### src/rtl/mux_pkg.sv
// mux_pkg: mode constants and select-width helper shared by mux_arb_reg and rr_arbiter.
package mux_pkg;

    localparam int MODE_SELECT = 0;
    localparam int MODE_RR = 1;

    function automatic int sel_w(input int n);
        return (n <= 2) ? 1 : $clog2(n);
    endfunction

endpackage

### src/rtl/mux_arb_reg_rr_arbiter.sv
// rr_arbiter: round-robin grant searching upward from ptr+1; ptr moves to the grant only on advance.
module rr_arbiter
    import mux_pkg::*;
#(
    parameter int NUM_IN = 4,
    parameter int SELW = sel_w(NUM_IN)
) (
    input  logic              clk,
    input  logic              rst_n,
    input  logic [NUM_IN-1:0] req,
    input  logic              advance,
    output logic [NUM_IN-1:0] grant,
    output logic [SELW-1:0]   idx,
    output logic              any
);

    logic [SELW-1:0] ptr;
    int best;
    int d;

    // Lowest rotated distance from ptr+1 wins, so a skipped requester keeps its place.
    always_comb begin
        best = NUM_IN;
        d = 0;
        idx = '0;
        for (int j = 0; j < NUM_IN; j++) begin
            d = (j + 2 * NUM_IN - int'(ptr) - 1) % NUM_IN;
            if (req[j] && d < best) begin
                best = d;
                idx = SELW'(j);
            end
        end
        any = best < NUM_IN;
        grant = any ? NUM_IN'(1) << idx : '0;
    end

    always_ff @(posedge clk or negedge rst_n) begin
        if (!rst_n) ptr <= SELW'(NUM_IN - 1);
        else if (advance) ptr <= idx;
    end

endmodule

### src/rtl/mux_arb_reg.sv
// mux_arb_reg: registered N:1 mux with valid/ready, sel or round-robin channel choice.
// Optional transfer counter xfer_cnt enabled by defining MUX_STATS_EN.
module mux_arb_reg
    import mux_pkg::*;
#(
    parameter int WIDTH = 32,
    parameter int NUM_IN = 4,
    parameter int MODE = MODE_SELECT,
    parameter int CNT_W = 16
) (
    input  logic                      clk,
    input  logic                      rst_n,
    input  logic [sel_w(NUM_IN)-1:0]  sel,
    input  logic [NUM_IN*WIDTH-1:0]   in_data,
    input  logic [NUM_IN-1:0]         in_valid,
    output logic [NUM_IN-1:0]         in_ready,
    output logic [WIDTH-1:0]          out_data,
    output logic [sel_w(NUM_IN)-1:0]  out_chan,
    output logic                      out_valid,
    input  logic                      out_ready
`ifdef MUX_STATS_EN
    ,
    output logic [CNT_W-1:0]          xfer_cnt
`endif
);

    localparam int SELW = sel_w(NUM_IN);

    logic [WIDTH-1:0] ch [NUM_IN];
    logic [SELW-1:0] g;
    logic [NUM_IN-1:0] oh;
    logic has_g;
    logic can_load;
    logic accept;

    if (NUM_IN < 2 || CNT_W < 1) begin : g_bad_param
        $error("mux_arb_reg: NUM_IN must be >= 2 and CNT_W >= 1");
    end

    for (genvar k = 0; k < NUM_IN; k++) begin : g_ch
        assign ch[k] = in_data[k*WIDTH +: WIDTH];
    end

    if (MODE == MODE_RR) begin : g_rr
        rr_arbiter #(.NUM_IN(NUM_IN), .SELW(SELW)) u_arb (
            .clk(clk),
            .rst_n(rst_n),
            .req(in_valid),
            .advance(accept),
            .grant(oh),
            .idx(g),
            .any(has_g)
        );
    end else begin : g_sel
        // Out-of-range sel (non-power-of-2 NUM_IN) simply yields no grant.
        assign g = sel;
        assign has_g = int'(sel) < NUM_IN;
        assign oh = has_g ? NUM_IN'(1) << sel : '0;
    end

    assign can_load = !out_valid || out_ready;
    assign in_ready = can_load ? oh : '0;
    assign accept = |(in_valid & in_ready);

    always_ff @(posedge clk or negedge rst_n) begin
        if (!rst_n) begin
            out_valid <= 1'b0;
            out_data <= '0;
            out_chan <= '0;
        end else if (accept) begin
            out_valid <= 1'b1;
            out_data <= ch[g];
            out_chan <= g;
        end else if (out_ready) begin
            out_valid <= 1'b0;
        end
    end

`ifdef MUX_STATS_EN
    always_ff @(posedge clk or negedge rst_n) begin
        if (!rst_n) xfer_cnt <= '0;
        else if (out_valid && out_ready && !(&xfer_cnt)) xfer_cnt <= xfer_cnt + 1'b1;
    end
`endif

endmodule
### config.mk
export PLATFORM = sky130hd
export DESIGN_NAME = mux_arb_reg
export DESIGN_NICKNAME = d
export VERILOG_FILES = /design/src/rtl/mux_pkg.sv /design/src/rtl/mux_arb_reg_rr_arbiter.sv /design/src/rtl/mux_arb_reg.sv
export SDC_FILE = /design/constraint.sdc
export NUM_CORES = 1
export LEC_CHECK = 0
export ABC_AREA = 1
export BUFFER_PORTS_ARGS = -buffer_cell sky130_fd_sc_hd__clkbuf_2
export CAP_MARGIN = 25
export CORE_MARGIN = 2
export CORE_UTILIZATION = 35
export DETAILED_ROUTE_END_ITERATION = 6
export GPL_ROUTABILITY_DRIVEN = 0
export GPL_TIMING_DRIVEN = 0
export PLACE_DENSITY = 0.73
export SLEW_MARGIN = 20
export SYNTH_ARGS = -nofsm -noshare
export SYNTH_HDL_FRONTEND = slang
export SYNTH_HIERARCHICAL = 1
export SYNTH_SLANG_ARGS = --single-unit
### constraint.sdc
create_clock -name clk -period 1.2 [get_ports clk]
set_input_delay 0.12 -clock clk [delete_from_list [all_inputs] [get_ports clk]]
set_output_delay 0.12 -clock clk [all_outputs]
set_load 0.05 [all_outputs]
# Word level (Yosys, flattened, before mapping)
# Index checks and enable logic that the tools add are counted.
# totals
regBits	35
out_inout_bits	39
# op_classes
magnitude_cmp	1
n_shift	1
mux	6
bitwise_logic	2
reduce_logical	4
# ops
op	n
32-bit binary-select mux with 2-bit select	1
32-bit two-way mux	2
4-bit bitwise AND	1
4-bit two-way mux	1
4-bit OR reduction	1
1-bit by 2-bit << shifter with 4-bit output, first input constant	1
3-bit >= comparator, second input constant	1
2-bit NOT with 3-bit output	1
1-bit two-way mux	2
2-bit nonzero test	1
1-bit zero test	1
1-bit logical OR	1

# Depth between registers and ports, before layout
# Gate-level depths: netlist (run 1).
# logic_depth
word_depth	6
depth_mapped	9

# Worst setup path after synthesis (run 1)
# OpenSTA, ideal clock, no wires.
# synth_path
path_type	register to output
startpoint	register out_valid
endpoint	output in_ready[0]
arrival_time_ns	1.971
t_required_ns	1.080
slack_ns	-0.891
path_stages_with_launch	4
path_buffers	0
path_cell_list	dfrtp_1 -> nand2_1 -> inv_1 -> nor3_1
# synth_between
elab_chain_cells	3
# synth_rtl
element	line_no	source
start: declaration	mux_arb_reg.sv:19	output logic out_valid,
start signal: assignment	mux_arb_reg.sv:67	out_valid <= 1'b0;
start signal: assignment	mux_arb_reg.sv:71	out_valid <= 1'b1;
start signal: assignment	mux_arb_reg.sv:75	out_valid <= 1'b0;
1-bit zero test	mux_arb_reg.sv:61	assign can_load = !out_valid || out_ready;
1-bit logical OR	mux_arb_reg.sv:61	
4-bit two-way mux	mux_arb_reg.sv:62	assign in_ready = can_load ? oh : '0;
end: declaration	mux_arb_reg.sv:16	output logic [NUM_IN-1:0] in_ready,
# No other way between the ends.

# Final worst setup path (run 1)
# layout_path
startpoint	register out_valid
endpoint	output in_ready[1]
# Same word-level chain as after synthesis.

==> flow_summary.json, run 1 <==
{
  "first_iter_violations": 141,
  "min_from": "in_data[2]",
  "whs_endpoint": "out_data[2]",
  "yosys.area.top_type": "nand2_1",
  "wl_mm": 9.30,
  "syn_avg_cell_area_um2": 6.06,
  "tns_ps": -6840,
  "r2r_end": "out_data[0]",
  "post-route-drc-count": 0,
  "placed_cells": 680,
  "stdcell_area_um2": 3910,
  "finClkSkew_ps": 5.93,
  "violations": "negative setup slack",
  "synth.top_cell.area_share_pct": 39.8,
  "path_clk_slew_ps": 70,
  "swShare_pct": 46.8,
  "h-tree-depth": 2,
  "grt_max_degree": 36,
  "path_max_fanout": 4,
  "diodes": 0,
  "ys_seq_area_share_pct": 35.3,
  "fin_crit_ps": 1470,
  "dp_hpwl_mm": 6.82,
  "cts.sinks": 35,
  "grt_antenna_before_repair": 0,
  "netlist_area_um2": 2480,
  "dpl_cell_area_um2": 3530,
  "dr.pass1.iters": 4,
  "rsz0062_at_grt": "true",
  "cts_buffers": 5,
  "crit_type": "reg -> out",
  "p_per_area_nw_per_um2": 1330,
  "num_rows": 30,
  "timing.hold.ws_ps": 157,
  "synth_area_leaders": "nand2_1 (40%), dfrtp_1 (35%), nand3_1 (6.7%)",
  "drive_gt1_share_pct": 42.1,
  "grt_pass1_vias": 3084,
  "setup_slack_ps": -270,
  "required_ps": 1080,
  "max_freq_mhz": 680,
  "overflow": 0,
  "worst_slew_pin_slew_ps": 632,
  "peakVddDrop_mv": 0.534,
  "layout_common_cells": "nand2_1 (235), clkbuf_2 (170), dfrtp_1 (34)",
  "hold_viol": 0,
  "port_buffers": 175,
  "maxCapViolCount": 0,
  "coreArea_um2": 6830,
  "via_per_inst": 4.79,
  "synth-seq-cells": 35,
  "area_growth_pct": 57.5,
  "syn_inst": 409,
  "die_h_um": 88.2,
  "power_frac_seq_pct": 32.0,
  "hold_depth": 5,
  "drv_slew": 0,
  "worstReg2RegStart": "out_valid",
  "ioPinCount": 176,
  "p_int_mw": 2.75,
  "nets": 737,
  "status": "finished, violations left",
  "initial_utilization_pct": 36.3,
  "post_drt_wl_per_cell_um": 13.3,
  "reg2reg_depth": 8,
  "rrSetupSlack_ps": -190,
  "clk_latency_ps": 280,
  "synthesis.nets": 546,
  "period_share_pct": 123,
  "worstSetupStartpointType": "register",
  "ys_warn_count": 6,
  "pwr-share-clk_pct": 17.9,
  "chipWidth_um": 88.2,
  "die_area_um2": 7770,
  "layout_commonest_cell": "nand2_1",
  "end_kind": "output port",
  "setup_viol": 39,
  "grt_pass1_wl_mm": 14.3,
  "antenna_left": 0,
  "cts_tree": "yes",
  "p_leak_nw": 2.31,
  "vias": 3337,
  "arrival_ps": 1350,
  "cts-root-buf": "clkbuf_8",
  "gr-usage-all-layers_pct": 23.8,
  "p_switching_mw": 2.42,
  "hold_class": "in -> reg",
  "fill_cells": 688,
  "fin_cells": 697,
  "combPwrFrac_pct": 50.2,
  "clock_path_buffers": 2,
  "ys_types": 19,
  "slew_headroom_pct": 57.9
}
==> registers in the layout, indices dropped and copies added, names as in the netlist <==
signal and count:
out_data 32, out_valid 1, out_chan 2
==> critical path: stages (launching register included) <==
cell and delay, ps:
dfrtp_2 430, nand2_4 70, clkinvlp_4 190, nor3_4 200, buf_8 170
==> logic make-up after synthesis <==
group	count (synthesis)	synth area share (%)
AO/OA/AOI/OAI	33	6.66
buffers and inverters	32	7.01
flip-flops	35	35.3
AND/OR/NAND/NOR	309	51.0
==> area by class of cell <==
class | count | area (um2) | share of cell area [%]
inverter | 6 | 26.3 | 0.673
buffer | 26 | 170 | 4.36
sequential | 35 | 877 | 22.5
multi-input combinational | 342 | 1600 | 40.9
clock buffer | 8 | 100 | 2.56
timing repair buffer | 184 | 1010 | 25.9
tap | 96 | 120 | 3.08
==> power by group through the flow <==
stage	Combinational (mW)	Sequential (mW)	Clock, mW
finish	2.60	1.65	0.926
global route	2.77	1.68	1.00
CTS	2.60	1.65	0.952
detailed placement	2.40	1.62	0
global placement	2.37	1.63	0
floorplan	0.685	2.59	0
==> layer usage <==
metal / up-vias / global-route usage [%] / routed length, um
met4: 0 / 6.89 / 136
met2: 131 / 44.0 / 4680
li1: 1661 / - / -
met5: - / 0 / 0
met1: 1534 / 28.9 / 3970
met3: 11 / 2.73 / 513
==> how the worst max path moves through the flow <==
stage          cells past startpoint           end       from  slack [ps]
3_3_place_gp                       9  out_data[16]     sel[0]        -220
5_1_grt                            4   in_ready[2]  out_valid        -320
6_report                           4   in_ready[1]  out_valid        -270
3_5_place_dp                       9  out_data[19]     sel[0]        -290
4_1_cts                            4   in_ready[1]  out_valid        -340
2_1_floorplan                      3   in_ready[0]  out_valid        -230
==> cells in the mapped netlist <==
master      n
buf_1       1
buf_2      10
buf_4       5
buf_6       3
clkbuf_1    7
dfrtp_1    35
inv_1       4
inv_2       2
nand2_1   263
nand2_4     2
nand3_1    33
nand3_2     3
nor2_1      2
nor2_2      1
nor2_4      1
nor2_8      1
nor3_1      3
o21ai_0    27
o21ai_1     6
==> per-stage QoR <==
step	utilization [%]	setup slack, ps	total power [mW]
3_3_place_gp	51.6	-216	4.00
6_report	57.2	-270	5.18
4_1_cts	56.9	-343	5.19
2_1_floorplan	-	-228	3.28
3_5_place_dp	51.6	-286	4.03
5_1_grt	57.2	-322	5.45
==> what timing repair did <==
action                                  4_1_cts  5_1_grt
hold buffers                                  1        0
gates resized for setup                      58       11
pin swaps                                     7        5
hold endpoints to repair                     35        0
gates cloned                                  3        0
setup buffers                                 6        0
endpoints found under the setup margin       36       74
No activity file was read; power rests on OpenSTA's default activity.
==> inputs of run 2 (changes only) <==
--- a/config.mk
+++ b/config.mk
@@ -8,12 +8,14 @@
 export ABC_AREA = 1
 export BUFFER_PORTS_ARGS = -buffer_cell sky130_fd_sc_hd__clkbuf_2
 export CAP_MARGIN = 25
+export CELL_PAD_IN_SITES_DETAIL_PLACEMENT = 0
+export CELL_PAD_IN_SITES_GLOBAL_PLACEMENT = 1
 export CORE_MARGIN = 2
-export CORE_UTILIZATION = 35
+export CORE_UTILIZATION = 23
 export DETAILED_ROUTE_END_ITERATION = 6
 export GPL_ROUTABILITY_DRIVEN = 0
 export GPL_TIMING_DRIVEN = 0
-export PLACE_DENSITY = 0.73
+export PLACE_DENSITY_LB_ADDON = 0.1
 export SLEW_MARGIN = 20
 export SYNTH_ARGS = -nofsm -noshare
 export SYNTH_HDL_FRONTEND = slang
==> run 2 against run 1 <==
Against the previous run: the flow still finishes with violations (negative setup slack); cell count is 5.3% higher; count of clock-buffer cells in the layout is 1 lower; via count is 5.8% lower; sequential share of layout area is 0.51 points higher; sequential power is 2% lower; critical path type unchanged; largest power group unchanged.
==> flow_summary.json, run 2 (synthesized netlist as in run 1, its figures left out) <==
{
  "status": "finished, violations left",
  "violations": "negative setup slack",
  "rrSetupSlack_ps": -140,
  "max_freq_mhz": 697,
  "path_max_fanout": 4,
  "die_area_um2": 11600,
  "grt_max_degree": 36,
  "tns_ps": -5170,
  "stdcell_area_um2": 3820,
  "peakVddDrop_mv": 0.502,
  "post-route-drc-count": 0,
  "setup_viol": 39,
  "clock_path_buffers": 2,
  "via_per_inst": 4.28,
  "final_util_pct": 36.7,
  "fill_cells": 1184,
  "cp-endpoint": "in_ready[1]",
  "hold_class": "in -> reg",
  "arrival_ps": 1310,
  "p_per_area_nw_per_um2": 1290,
  "reg.largest.list": "out_data: 32 flops, out_chan: 2 flops, out_valid: 1 flops",
  "initial_utilization_pct": 23.8,
  "required_ps": 1080,
  "nets": 735,
  "timing.hold.ws_ps": 155,
  "wl_mm": 10.3,
  "ioPinCount": 176,
  "worst_slew_pin_slew_ps": 662,
  "grt_pass1_wl_mm": 16.1,
  "period_share_pct": 120,
  "clk_latency_ps": 280,
  "drive_gt1_share_pct": 37.1,
  "diodes": 0,
  "cts.sinks": 35,
  "dp_hpwl_mm": 7.85,
  "rsz0062_at_grt": "true",
  "r2r_end": "out_data[4]",
  "maxCapViolCount": 0,
  "dr.pass1.iters": 4,
  "slew_headroom_pct": 55.8,
  "end_kind": "output port",
  "cts_tree": "yes",
  "post_drt_wl_per_cell_um": 14.0,
  "h-tree-depth": 2,
  "dpl_cell_area_um2": 3580,
  "vias": 3142,
  "antenna_left": 0,
  "worstSetupStartpointType": "register",
  "first_iter_violations": 73,
  "crit_type": "reg -> out",
  "die_h_um": 108,
  "worstReg2RegStart": "out_valid",
  "grt_antenna_before_repair": 0,
  "drv_slew": 0,
  "layout_common_cells": "nand2_1 (262), clkbuf_2 (171), dfrtp_1 (34)",
  "largest_reg_flops": 32,
  "gr-usage-all-layers_pct": 17.8,
  "cts_buffers": 5,
  "num_rows": 37,
  "grt_pass1_vias": 3249,
  "cts-root-buf": "clkbuf_8",
  "port_buffers": 175,
  "layout_commonest_cell": "nand2_1",
  "coreArea_um2": 10400,
  "overflow": 0,
  "p_leak_nw": 2.28,
  "path_clk_slew_ps": 70,
  "hold_viol": 0,
  "area_growth_pct": 54.0,
  "finClkSkew_ps": 1.33,
  "setup_slack_ps": -235,
  "cp-startpoint": "out_valid",
  "chipWidth_um": 108,
  "reg2reg_depth": 8,
  "largest-register": "out_data",
  "fin_crit_ps": 1430
}
run 2: changes by cell type in the layout (fill, tap and decap cells not counted), sizes merged:
cell | previous run | this run
buf | 31 | 29
clkbuf | 186 | 185
run 2: critical path, cell delays in order, from the launching register on:
cell        delay, ps
dfrtp_2           420
nand2_4            80
clkinvlp_4        180
nor3_4            190
buf_8             170
run 2: layer usage:
metal / track usage, % / wire [um] / vias to the layer above / part of all wire (%)
met5: 0 / 0 / - / 0
met4: 2.75 / 35 / 0 / 0.34
met3: 3.57 / 598 / 2 / 5.8
met2: 31.0 / 5040 / 96 / 49
met1: 23.2 / 4630 / 1391 / 45
li1: - / - / 1653 / -
run 2: how the worst min path moves through the flow:
| stage | start | to | slack [ps] | cells past startpoint |
|---|---|---|---|---|
| finish | in_data[31] | out_data[31] | 150 | 5 |
| global route | in_data[31] | out_data[31] | 170 | 5 |
| CTS | rst_n | out_data[22] | 20 | 1 |
| detailed placement | rst_n | out_data[22] | 330 | 1 |
| global placement | rst_n | out_data[22] | 310 | 1 |
| floorplan | rst_n | out_chan[0] | -180 | 0 |
run 2: per-stage QoR:
step / cells / total power [mW] / setup slack, ps
floorplan: 409 / 3.28 / -228
global placement: 720 / 4.05 / -262
detailed placement: 720 / 4.06 / -244
CTS: 732 / 5.00 / -312
global route: 734 / 5.28 / -306
finish: 734 / 4.94 / -235
run 2: power breakdown:
group	switching, mW	internal (mW)	total, mW	leakage [nW]
Combinational	1.79	0.724	2.51	1.81
Sequential	0.156	1.45	1.61	0.438
Clock	0.413	0.400	0.813	0.0383
run 2: timing repair:
item | in CTS | in global routing
hold buffers | 0 | 1
endpoints found under the hold margin | 0 | 18
gates cloned | 1 | 0
resized for setup | 24 | 8
pin swaps | 6 | 2
buffers inserted | 4 | 0
setup endpoints to repair | 36 | 39
run 2: cell type report:
| class | instances | area, um2 | area share, % |
|---|---|---|---|
| multi-input combinational | 342 | 1480 | 38.9 |
| timing repair buffer | 182 | 1010 | 26.4 |
| sequential | 35 | 877 | 23.0 |
| inverter | 6 | 26.3 | 0.688 |
| tap | 136 | 170 | 4.46 |
| clock buffer | 7 | 76.3 | 2.00 |
| buffer | 26 | 178 | 4.65 |
